### src/rtl/mod_counter_pkg.sv
// Shared types and helpers for the mod_counter block: FSM state encoding and
// the terminal-value helper used for load clamping and wrap decode.
package mod_counter_pkg;

  typedef enum logic [1:0] {
    IDLE = 2'd0,
    RUN  = 2'd1,
    DONE = 2'd2
  } state_t;

  // Terminal value of a modulo-N sequence; callers size it to WIDTH with a cast.
  function automatic int unsigned last_value(input int unsigned modulus);
    return modulus - 1;
  endfunction

endpackage

### src/rtl/mod_counter_next.sv
// Combinational next-count, wrap and terminal decode for mod_counter.
// Up/down counting is compiled in when UPDOWN_EN is defined.
module mod_counter_next
  import mod_counter_pkg::*;
#(
  parameter int WIDTH   = 4,
  parameter int MODULUS = 16
) (
  input  logic [WIDTH-1:0] q,
`ifdef UPDOWN_EN
  input  logic             up_dn,
`endif
  output logic [WIDTH-1:0] q_adv,
  output logic             at_term,
  output logic [WIDTH-1:0] restart_val
);

  localparam logic [WIDTH-1:0] LAST = WIDTH'(last_value(MODULUS));

  // NOTE: every output gets a default first so no path through the block can infer a latch.
  always_comb begin
    q_adv       = q;
    at_term     = 1'b0;
    restart_val = '0;
`ifdef UPDOWN_EN
    if (up_dn) begin
      at_term     = (q == LAST);
      q_adv       = at_term ? '0 : q + WIDTH'(1);
      restart_val = '0;
    end else begin
      // Counting down terminates at 0 and wraps back to the top of the range.
      at_term     = (q == '0);
      q_adv       = at_term ? LAST : q - WIDTH'(1);
      restart_val = LAST;
    end
`else
    at_term     = (q == LAST);
    q_adv       = at_term ? '0 : q + WIDTH'(1);
    restart_val = '0;
`endif
  end

endmodule

### src/rtl/mod_counter.sv
// Loadable modulo-N event counter with start/halt/one-shot control, valid/ready
// load port, terminal-count pulse and sticky wrap flag. UPDOWN_EN adds up_dn.
module mod_counter
  import mod_counter_pkg::*;
#(
  parameter int WIDTH   = 4,
  parameter int MODULUS = 16
) (
  input  logic             clk,
  input  logic             reset,
  input  logic             start,
  input  logic             halt,
  input  logic             en,
  input  logic             one_shot,
  input  logic             load_valid,
  input  logic [WIDTH-1:0] load_data,
  output logic             load_ready,
  input  logic             clr_ovf,
`ifdef UPDOWN_EN
  input  logic             up_dn,
`endif
  output logic [WIDTH-1:0] q,
  output logic             tc,
  output logic             ovf,
  output logic             busy
);

  localparam logic [WIDTH-1:0] LAST  = WIDTH'(last_value(MODULUS));
  localparam logic [31:0]      MOD32 = 32'(MODULUS);

  state_t           state, state_d;
  logic [WIDTH-1:0] q_d, q_adv, restart_val, load_val;
  logic             tc_d, ovf_d, at_term, wrap, load_fire;

  mod_counter_next #(
    .WIDTH  (WIDTH),
    .MODULUS(MODULUS)
  ) u_next (
    .q          (q),
`ifdef UPDOWN_EN
    .up_dn      (up_dn),
`endif
    .q_adv      (q_adv),
    .at_term    (at_term),
    .restart_val(restart_val)
  );

  assign load_ready = (state != RUN);
  assign busy       = (state == RUN);
  assign load_fire  = load_valid && load_ready;
  // Out-of-range loads clamp to the terminal value so q never leaves the sequence.
  assign load_val   = (32'(load_data) >= MOD32) ? LAST : load_data;

  always_comb begin
    state_d = state;
    q_d     = q;
    tc_d    = 1'b0;
    wrap    = 1'b0;
    unique case (state)
      IDLE: begin
        if (load_fire) q_d = load_val;
        if (start)     state_d = RUN;
      end
      RUN: begin
        if (en) begin
          tc_d = at_term;
          wrap = at_term && !one_shot;
          if (at_term && one_shot) state_d = DONE;
          else                     q_d     = q_adv;
        end
        if (halt) state_d = IDLE;
      end
      DONE: begin
        // A load outranks start; start alone restarts from the beginning of the sequence.
        if (load_fire) begin
          q_d     = load_val;
          state_d = start ? RUN : IDLE;
        end else if (start) begin
          q_d     = restart_val;
          state_d = RUN;
        end
      end
      default: state_d = IDLE;
    endcase
    if (wrap)         ovf_d = 1'b1;
    else if (clr_ovf) ovf_d = 1'b0;
    else              ovf_d = ovf;
  end

  // NOTE: state registers use non-blocking assignments so every flop samples pre-edge values.
  always_ff @(negedge clk or posedge reset) begin
    if (reset) begin
      state <= IDLE;
      q     <= '0;
      tc    <= 1'b0;
      ovf   <= 1'b0;
    end else begin
      state <= state_d;
      q     <= q_d;
      tc    <= tc_d;
      ovf   <= ovf_d;
    end
  end

endmodule
### config.mk
export PLATFORM = sky130hd
export DESIGN_NAME = mod_counter
export DESIGN_NICKNAME = d
export VERILOG_FILES = /design/src/rtl/mod_counter_pkg.sv /design/src/rtl/mod_counter_next.sv /design/src/rtl/mod_counter.sv
export SDC_FILE = /design/constraint.sdc
export NUM_CORES = 1
export LEC_CHECK = 0
export BUFFER_PORTS_ARGS = -buffer_cell sky130_fd_sc_hd__clkbuf_2
export CORE_MARGIN = 2
export CORE_UTILIZATION = 43
export DETAILED_ROUTE_END_ITERATION = 10
export PLACE_DENSITY_LB_ADDON = 0.2
export SKIP_LAST_GASP = 1
export SYNTH_ARGS = -nofsm -noshare
export SYNTH_HDL_FRONTEND = slang
export SYNTH_SLANG_ARGS = --single-unit
### constraint.sdc
create_clock -name clk -period 2.05 [get_ports clk]
set_input_delay 0.205 -clock clk [delete_from_list [all_inputs] [get_ports clk]]
set_output_delay 0.205 -clock clk [all_outputs]
set_load 0.005 [all_outputs]
# Word level (Yosys, flattened, before mapping)
# Cells that the tools add are included.
# classes
n_addsub	1
n_mul	0
n_div	0
order_cmp	0
eq_ne	10
shift	0
n_mux	20
n_bitwise	0
reduce_logical	9
# op_table
cell	n
4-bit 2-to-1 mux	6
4-bit one-hot mux with 3 select lines	1
2-bit 2-to-1 mux	5
1-bit 2-to-1 mux	7
2-bit != test, second input constant	3
3-bit != test, second input constant	2
2-bit one-hot mux with 3 select lines	1
5-bit AND reduction	1
4-bit by 1-bit adder with 4-bit output, second input constant	1
4-bit equality test, second input constant	1
1-bit logical AND	3
3-bit by 2-bit != test with 1-bit output, second input constant	1
3-bit nonzero test	1
2-bit by 1-bit equality test with 1-bit output, second input constant	1
2-bit equality test, second input constant	1
2-bit zero test	1
2-bit by 1-bit != test with 1-bit output, second input constant	1
2-bit AND reduction	1
2-bit nonzero test	1
1-bit zero test	1
# totals
ff_bits	8
latchBits	0
ram_bits	0
rom_bits	0
out_inout_bits	8
mem_count	0

# Longest topological paths before layout
# Gate-level depths: netlist of run 1.
# logic_depth
depth_word	6
mapped_depth	6
mapped_depth_nobuf	6

# Modules after synthesis
# Synthesis of run 1 repeated with hierarchy kept, for this count alone.
# hier_totals
hier_cells	68
area_unflattened_um2	659.4
# by_module_without_submodules
module	instances	cells_each	area_each_um2
mod_counter	1	54	556.8
mod_counter_next	1	14	102.6

==> impl_metrics.json, run 1 <==
{
  "status": "finished, violations left",
  "violations": "setup timing",
  "port_buffers": 19,
  "antenna_found_initial": 0,
  "synth_edf_count": 0,
  "dp.cells": 107,
  "numCtsBuffers": 3,
  "reg2reg_slack_ps": 350,
  "path_cells": "inv_2, ha_1, clkbuf_2",
  "grt_busiest_layer": "met2",
  "p_leak_nw": 0.4422,
  "ys_seq_area_share_pct": 33.83,
  "muxShareOfSynthArea_pct": 1.691,
  "ys_seq_elements": 8,
  "synthTopCellsByCount": "dfrtn_1, inv_1, ha_1, a21oi_1, o21ai_0",
  "synthesis.area_um2": 591.8,
  "grt_pass1_vias": 514,
  "pre_cts_slack_ps": -106.1,
  "post_drt_via_cell_ratio": 5.157,
  "met1_usage_pct": 22.04,
  "place_area_um2": 773.2,
  "use_met3_pct": 6.522,
  "die_x_um": 41.10,
  "synth_top_family_by_area": "compound AO/OA/AOI/OAI gates",
  "worstSetupPathType": "reg2out",
  "drt_first_pass_iters": 2,
  "core_um2": 1301,
  "worstPathRequired_ps": 1850,
  "p_int_w": 0.0007259,
  "vias": 593,
  "p_comb_share_pct": 70.4,
  "p_per_area_nw_per_um2": 1505,
  "layout.cells.non_filler": 115,
  "clkPwrFrac_pct": 9.5,
  "use_met2_pct": 33.20,
  "relSlewSlack_pct": 68.69,
  "seq_power_share_pct": 20.1,
  "hpwl_um": 1117,
  "areaGrowthSynthToFinish_pct": 41.23,
  "synth-compound-area-share_pct": 27.48,
  "syn-num-nets": 82,
  "drive_gt1_share_pct": 49.00,
  "vdd_drop_max_v": 0.0008862,
  "ant_nets": 0,
  "gp_congestion": 0.7731,
  "max-cap-violations": 0,
  "hold_viol": 0,
  "die_y_um": 41.10,
  "cts_tree": "built",
  "routedWlPerCell_um": 12.17,
  "synth_fa_ha_area_share_pct": 12.68,
  "cpMaxStageDelayCell": "dfrtn_1",
  "cts_buffer_depth": 2,
  "grtUsageTotal_pct": 18.72,
  "finalMaxSlewViolations": 0,
  "syn_area_per_cell_um2": 9.247,
  "power_w": 0.001258,
  "gr-total-overflow": 0,
  "synth_area_leaders": "dfrtn_1, ha_1, o21ai_2",
  "root_buffer": "clkbuf_4",
  "ys.flop_type": "dfrtn_1",
  "htree_num_levels": 1,
  "floorplan.initialDensity_pct": 45.48,
  "drt-total-wl_um": 1399,
  "io-pin-count": 20,
  "yosys_warnings": 0,
  "die_area_um2": 1689,
  "worst_slew_pin_slew_ps": 464.8,
  "clock-sinks": 8,
  "grt_pass1_wl_um": 2049,
  "cp-end-kind": "output port",
  "p_sw_w": 0.0005323,
  "antenna_cells": 0,
  "clk_pin_slew_ps": 40,
  "finalNetCount": 120,
  "finalClockSkew_ps": 3.907,
  "synth-simple-area-share_pct": 19.24,
  "rsz0062_at_grt": "yes",
  "rows": 13,
  "design_area_um2": 835.8,
  "critPathMaxStageDelay_ps": 420,
  "setup_viol": 2,
  "cp.arrival_ps": 2090,
  "netlist.area_leader.share_pct": 33.83,
  "grt_max_degree": 9,
  "hold_class": "reg2reg",
  "layout_setup_ws_ps": -246.9,
  "worstPathMaxFanout": 3,
  "crit_path_start_kind": "flip-flop",
  "synthXorXnorAreaFrac_pct": 0,
  "drt_iter0_drc": 13,
  "postCtsHoldBufs": 0,
  "yosys.area.top_type": "dfrtn_1",
  "clkLatencyLatePin_ps": 260,
  "synthCells": 64,
  "p_sw_share_pct": 42.30,
  "drc": 0,
  "yosysUniqueCellTypes": 25,
  "synth_async_sr_flop_share_pct": 100.0
}
[worst max-delay path, delay by kind of cell (launching register included)]
family                     cells  cell delay, ps
DFF                            1             420
adders and majority gates      1             210
buffers and inverters          2             180
[sequential cells by signal (all words and copies together), names as in the netlist]
name / count
ovf: 1
q: 4
state: 2
tc: 1
[layout by cell type, fill, tap and decap left out, drive strengths merged]
cell type | netlist | final
a21oi | 7 | 7
a2bb2oi | 2 | 2
a32oi | 1 | 1
and3 | 1 | 1
buf | 0 | 15
clkbuf | 0 | 21
dfrtn | 8 | 8
ha | 6 | 6
inv | 8 | 8
mux2i | 1 | 1
nand2 | 1 | 1
nand2b | 2 | 2
nand3 | 2 | 2
nand4 | 1 | 1
nor2 | 4 | 4
nor2b | 1 | 1
nor3 | 2 | 2
nor3b | 2 | 2
o21ai | 9 | 9
o22ai | 2 | 2
o31ai | 2 | 2
or2 | 1 | 1
or3 | 1 | 1
[metal layers]
| layer | share of wire (%) | up-vias | wire, um |
|---|---|---|---|
| li1 | - | 305 | - |
| met1 | 46 | 276 | 644 |
| met2 | 49 | 12 | 682 |
| met5 | 0 | - | 0 |
| met4 | 0 | 0 | 0 |
| met3 | 5.1 | 0 | 72 |
[logic make-up after synthesis]
kind of cell,Yosys count
adder cells (fa/ha/maj),6
multiplexers,1
flip-flops,8
AO/OA/AOI/OAI,23
AND/OR/NAND/NOR,18
buffers and inverters,8
[path summary, 6_finish.rpt]
path	from	depth (start not counted)	endpoint
setup / recovery	state[1]	3	busy
hold / removal	ovf	2	ovf
setup reg to reg	state[1]	7	q[2]
hold reg to reg	ovf	2	ovf
max in group asynchronous	reset	2	q[1]
min in group asynchronous	reset	2	tc
[power by group through the flow]
stage | Sequential [W] | Clock, W | Combinational (W)
after floorplan | 0.000279 | 0 | 0.000501
after global placement | 0.000280 | 0 | 0.000776
after detailed placement | 0.000280 | 0 | 0.000790
after CTS | 0.000254 | 0.000124 | 0.000877
after global routing | 0.000260 | 0.000133 | 0.000977
final | 0.000253 | 0.000120 | 0.000886
[timing repair]
| item | CTS | global route |
|---|---|---|
| buffers inserted | 4 | 1 |
| setup endpoints to repair | 6 | 4 |
| gates resized for setup | 3 | 1 |
[through the flow]
step | hold WS (ps) | setup TNS [ps] | util (%)
2_1_floorplan | 521.2 | 0 | -
3_3_place_gp | 520.7 | -419.5 | 59.42
3_5_place_dp | 533.6 | -550.7 | 59.42
4_1_cts | 533.9 | -509.3 | 63.65
5_1_grt | 553.3 | -592.4 | 64.23
6_report | 535.4 | -488.4 | 64.23
[cell type report]
class                   instances  area (um2)
fillers                       131       465.4
multi-input cells              48       364.1
flip-flops and latches          8       200.2
repair buffers                 33       200.2
inverters                       8       30.03
clock buffers                   3       22.52
well taps                      15       18.77
Note: power is estimated with default switching activity, not from simulation.
==> run 2: changes to the inputs <==
--- a/config.mk
+++ b/config.mk
@@ -13,4 +13,5 @@
 export SKIP_LAST_GASP = 1
 export SYNTH_ARGS = -nofsm -noshare
 export SYNTH_HDL_FRONTEND = slang
+export SYNTH_HIERARCHICAL = 1
 export SYNTH_SLANG_ARGS = --single-unit
==> run 2 against run 1 <==
Against the previous run:
- the run still ends with setup timing left
- clock skew barely moved
- sequential share of layout area fell by 2.6 points
- combinational power rose by 13%
- highest routed layer is now met4
- clock power barely moved
- global-route usage rose by 0.21 points
- sequential power rose by 6%
- worst hold slack improved by 50 ps
- synthesized cell count rose by 6.3%
- critical path depth fell by 1
- die area rose by 10%
- routed wire length rose by 8.2%
- synthesized area rose by 11%
==> impl_metrics.json, run 2 <==
{
  "regMostFlops": "q",
  "antenna_found_initial": 0,
  "netlist.area_leader.share_pct": 30.36,
  "synthCells": 68,
  "synthesis.area_um2": 659.4,
  "htree_num_levels": 1,
  "clkLatencyLatePin_ps": 270,
  "p_int_w": 0.0008663,
  "hpwl_um": 1170,
  "core_um2": 1471,
  "vias": 642,
  "crit_path_start_kind": "flip-flop",
  "p_comb_share_pct": 72.0,
  "cp_top_family": "flip-flops",
  "synth_most_common_cell": "dfrtn_1",
  "cp.arrival_ps": 2090,
  "drc": 0,
  "r2r_start": "state[0]",
  "synth_edf_count": 0,
  "clock-sinks": 8,
  "hold_class": "reg2reg",
  "status": "finished, violations left",
  "layout_setup_ws_ps": -245.4,
  "drt-total-wl_um": 1514,
  "die_x_um": 43.16,
  "drt_iter0_drc": 17,
  "grt_max_degree": 9,
  "syn_area_per_cell_um2": 9.697,
  "hold_depth": 2,
  "violations": "setup timing",
  "synth_async_sr_flop_share_pct": 100.0,
  "root_buffer": "clkbuf_4",
  "drt_first_pass_iters": 4,
  "grt_pass1_wl_um": 2580,
  "synth_area_leaders": "dfrtn_1, ha_1, mux2_2",
  "largest_reg_flops": 4,
  "gr-total-overflow": 0,
  "rows": 14,
  "numCtsBuffers": 3,
  "worstPathRequired_ps": 1850,
  "areaGrowthSynthToFinish_pct": 41.94,
  "worstPathMaxFanout": 3,
  "ys_seq_elements": 8,
  "cp-end-kind": "output port",
  "top_regs": "q (4), state (2)",
  "grtUsageTotal_pct": 18.94,
  "critPathMaxStageDelay_ps": 480,
  "fillers": 131,
  "crit_path_start": "state[0]",
  "cts_tree": "built",
  "die_y_um": 43.16,
  "ys.flop_type": "dfrtn_1",
  "grt_pass1_vias": 617,
  "seq_power_share_pct": 19.2,
  "routedWlPerCell_um": 12.51,
  "rsz0062_at_grt": "yes",
  "clkPwrFrac_pct": 8.8,
  "path_cells": "ha_2, clkbuf_2",
  "yosys.area.top_type": "dfrtn_1",
  "antenna_cells": 0,
  "cts_buffer_depth": 2,
  "die_area_um2": 1863,
  "design_area_um2": 935.9,
  "floorplan.initialDensity_pct": 44.81,
  "synthTopCellsByCount": "dfrtn_1, inv_1, ha_1, buf_4",
  "port_buffers": 19,
  "p_per_area_nw_per_um2": 1486,
  "ant_nets": 0,
  "drive_gt1_share_pct": 54.29,
  "finalNetCount": 125,
  "p_sw_share_pct": 37.72,
  "clk_pin_slew_ps": 40,
  "hold_viol": 0,
  "max-cap-violations": 0,
  "gp_congestion": 0.7255,
  "io-pin-count": 20,
  "post_drt_via_cell_ratio": 5.306,
  "pre_cts_slack_ps": -293.1,
  "crit_buf_inv": 1,
  "setup_viol": 2,
  "most-common-layout-cells": "clkbuf_2, buf_4, dfrtn_1",
  "vdd_drop_max_v": 0.0007443,
  "hold_start": "q[0]",
  "ys_seq_area_share_pct": 30.36,
  "cpMaxStageDelayCell": "dfrtn_1",
  "worstSetupPathType": "reg2out",
  "yosysUniqueCellTypes": 32,
  "p_sw_w": 0.0005247,
  "mostFrequentLayoutCell": "clkbuf_2",
  "cp.depth": 2,
  "postCtsHoldBufs": 0,
  "p_leak_nw": 0.5061,
  "yosys_warnings": 6,
  "finalMaxSlewViolations": 0,
  "reg2reg_depth": 7,
  "place_area_um2": 842.1,
  "finalClockSkew_ps": 4.229
}
-- run 2: logic make-up after synthesis --
| group | Yosys count | synth area share [%] |
|---|---|---|
| AOI/OAI and AO/OA | 21 | 25.62 |
| and+or+nand+nor | 15 | 14.80 |
| buffers and inverters | 12 | 9.109 |
| DFF | 8 | 30.36 |
| adders and majority gates | 6 | 11.38 |
| muxes | 4 | 6.831 |
| other | 1 | 0.5687 |
| xor gates and xnor gates | 1 | 1.329 |
-- run 2: layout make-up --
class,count,area (um2),area share [%]
multi-input combinational,51,441.7,47.19
timing repair buffer,35,221.5,23.66
sequential,8,200.2,21.39
inverter,8,30.03,3.209
clock buffer,3,22.52,2.406
tap,16,20.02,2.139
-- run 2: what timing repair did --
action                                  in CTS  in global routing
gates resized for setup                      2                  8
setup buffers                                4                  2
pin swaps                                    1                  1
endpoints found under the setup margin       7                  5
hold endpoints to repair                     0                  0
-- run 2: path summary, 6_finish.rpt --
path	to	slack (ps)
max in group asynchronous	ovf	1010
worst min register to register	q[0]	590
worst max-delay path	busy	-250
min in group asynchronous	state[0]	770
worst max register to register	q[2]	60
worst min-delay path	q[0]	590
-- run 2: routing by layer --
layer | track usage, % | routed length [um]
met1 | 21.26 | 651
met2 | 32.54 | 760
met3 | 3.830 | 56
met4 | 10.91 | 46
met5 | 0 | 0
-- run 2: tightest hold or removal path, cell delays in order (launching register included) --
cell and delay (ps):
dfrtn_1 400, buf_4 130, mux2_2 140
-- run 2: power groups by stage --
stage                     Combinational [W]  Sequential (W)  Clock (W)
after global placement             0.000856        0.000293          0
after detailed placement           0.000869        0.000298          0
final                               0.00100        0.000267   0.000123
after global routing                0.00112        0.000274   0.000133
after CTS                          0.000965        0.000262   0.000126
after floorplan                    0.000590        0.000291          0
-- run 2: stage by stage --
step                hold WS (ps)  util, %  TNS (ps)  cells  power (W)
floorplan                  476.9        -    -327.8     71  0.0008809
global placement           528.7    57.23     -1255    112   0.001148
detailed placement         551.0    57.23     -1317    112   0.001166
CTS                        552.6    60.97    -507.3    119   0.001353
global route               615.0    63.61    -601.6    121   0.001523
finish                     585.2    63.61    -476.3    121   0.001391
==> run 3: changes to the inputs <==
--- a/config.mk
+++ b/config.mk
@@ -5,8 +5,8 @@
 export SDC_FILE = /design/constraint.sdc
 export NUM_CORES = 1
 export LEC_CHECK = 0
+export ABC_AREA = 1
 export BUFFER_PORTS_ARGS = -buffer_cell sky130_fd_sc_hd__clkbuf_2
-export CORE_MARGIN = 2
 export CORE_UTILIZATION = 43
 export DETAILED_ROUTE_END_ITERATION = 10
 export PLACE_DENSITY_LB_ADDON = 0.2
==> run 3 against run 2 <==
Against the previous run:
- the run ends with DRC, setup timing left
- total power down 2.0%
- clock power down 8%
- non-clock buffer count down 1
- cell count up 47%
- clock skew down 2.8 ps
- critical path type unchanged
- highest routed layer unchanged
==> impl_metrics.json, run 3 <==
{
  "hold_viol": 0,
  "pre_cts_slack_ps": -0.6894,
  "synth_async_sr_flop_share_pct": 100.0,
  "io-pin-count": 20,
  "setup_viol": 2,
  "crit_path_start_kind": "flip-flop",
  "drt-total-wl_um": 1684,
  "die_x_um": 44.37,
  "yosysUniqueCellTypes": 22,
  "rows": 14,
  "p_leak_nw": 0.5967,
  "fin_worst_hold_slack_ps": 489.1,
  "most-common-layout-cells": "nand2_1, inv_1, clkbuf_2",
  "fillers": 157,
  "gr-total-overflow": 0,
  "yosys_warnings": 6,
  "cts_tree": "built",
  "netlist.area_leader.share_pct": 25.93,
  "p_per_area_nw_per_um2": 1337,
  "floorplan.initialDensity_pct": 48.43,
  "post_drt_via_cell_ratio": 4.522,
  "drc": 1,
  "met1_length_um": 856,
  "drt_iter0_drc": 18,
  "power_w": 0.001363,
  "cp-end-kind": "output port",
  "synth_edf_count": 0,
  "synth_most_common_cell": "nand2_1",
  "areaGrowthSynthToFinish_pct": 32.09,
  "r2r_start": "state[0]",
  "synthesis.area_um2": 772.0,
  "drt_first_pass_iters": 9,
  "hold_class": "reg2reg",
  "worstPathRequired_ps": 1850,
  "ant_nets": 0,
  "rsz0062_at_grt": "yes",
  "dr.max_layer_used": "met4",
  "crit_path_start": "state[1]",
  "top_regs": "q (4), state (2)",
  "tns_ps": -508.7,
  "ys_seq_elements": 8,
  "clk_pin_slew_ps": 40,
  "syn_area_per_cell_um2": 6.487,
  "max-cap-violations": 0,
  "status": "finished, violations left",
  "clkLatencyLatePin_ps": 260,
  "synth_area_leaders": "dfrtn_1, nand2_1, inv_1",
  "core_um2": 1594,
  "routedWlPerCell_um": 9.461,
  "antenna_cells": 0,
  "violations": "DRC, setup timing",
  "grt_max_degree": 9,
  "synthTopCellsByCount": "nand2_1, inv_1, nand3_1, dfrtn_1",
  "drive_gt1_share_pct": 31.17,
  "mostFrequentLayoutCell": "nand2_1",
  "finalClockSkew_ps": 1.465,
  "largest_reg_flops": 4,
  "htree_num_levels": 1,
  "met3_wirelength_um": 66,
  "finalNetCount": 174,
  "vias": 805,
  "finalMaxSlewViolations": 0,
  "gp_congestion": 0.8712,
  "clock-sinks": 8,
  "synthCells": 119,
  "cts_buffer_depth": 2,
  "cp.arrival_ps": 2100,
  "hpwl_um": 1339,
  "wl_met2_um": 738,
  "worstPathMaxFanout": 3,
  "antenna_found_initial": 0,
  "ff_latch_area_um2": 200.2,
  "die_y_um": 44.37,
  "worstSetupPathType": "reg2out",
  "regMostFlops": "q",
  "postCtsHoldBufs": 0,
  "hold_start": "ovf",
  "layout_setup_ws_ps": -255.5,
  "root_buffer": "clkbuf_4",
  "port_buffers": 19,
  "grt_pass1_wl_um": 2718,
  "multi_input_area_um2": 462.9,
  "ys.flop_type": "dfrtn_1",
  "die_area_um2": 1969,
  "ys_seq_area_share_pct": 25.93,
  "numCtsBuffers": 3,
  "yosys.area.top_type": "dfrtn_1",
  "final_util_pct": 63.97,
  "grt_pass1_vias": 658,
  "vdd_drop_max_v": 0.0006439,
  "grtUsageTotal_pct": 18.60
}
[run 3: routing by layer]
metal	track usage (%)	vias up
met3	1.224	3
li1	-	430
met2	29.12	29
met4	10.91	0
met1	25.06	343
met5	0	-
[run 3: power breakdown]
group	internal, W	switching (W)	total, W
combinational	0.000452	0.000533	0.000985
clock	0.0000665	0.0000469	0.000113
sequential	0.000224	0.0000407	0.000265
[run 3: through the flow]
step,cell area [um2],instances
after detailed placement,924.6,167
after global placement,924.6,167
after CTS,1005,176
after global routing,1020,178
final,1020,178
after floorplan,788.3,122
[run 3: path summary, 6_finish.rpt]
kind	to	slack, ps	depth (start not counted)
worst max register to register	q[1]	290	10
max in group asynchronous	q[2]	1020	2
worst min register to register	ovf	490	2
worst min-delay path	ovf	490	2
worst max-delay path	load_ready	-260	4
min in group asynchronous	state[1]	770	2
[run 3: kinds of logic after synthesis]
kind of cell               after synthesis  share of synthesized area [%]
and+or+nand+nor                         61                          34.20
xor gates and xnor gates                 1                          1.135
other                                    1                         0.4858
DFF                                      8                          25.93
AOI/OAI and AO/OA                       12                          11.02
adders and majority gates                6                          9.724
buffers and inverters                   30                          17.50
[run 3: layout make-up]
| type | instances | area share, % |
|---|---|---|
| Clock buffer | 3 | 2.209 |
| Inverter | 25 | 9.448 |
| Sequential cell | 8 | 19.63 |
| Multi-Input combinational cell | 84 | 45.40 |
| Tap cell | 24 | 2.945 |
| Timing Repair Buffer | 34 | 20.37 |
[run 3: repair_timing]
action	4_1_cts	5_1_grt
buffers inserted	6	2
resized for setup	3	0
pin swaps	1	1
endpoints found under the setup margin	5	3
[run 3: worst max-delay path, cell delays in order, from the launching register on]
cell and delay (ps):
dfrtn_1 430, inv_2 70, ha_4 170, inv_4 50, clkbuf_2 100
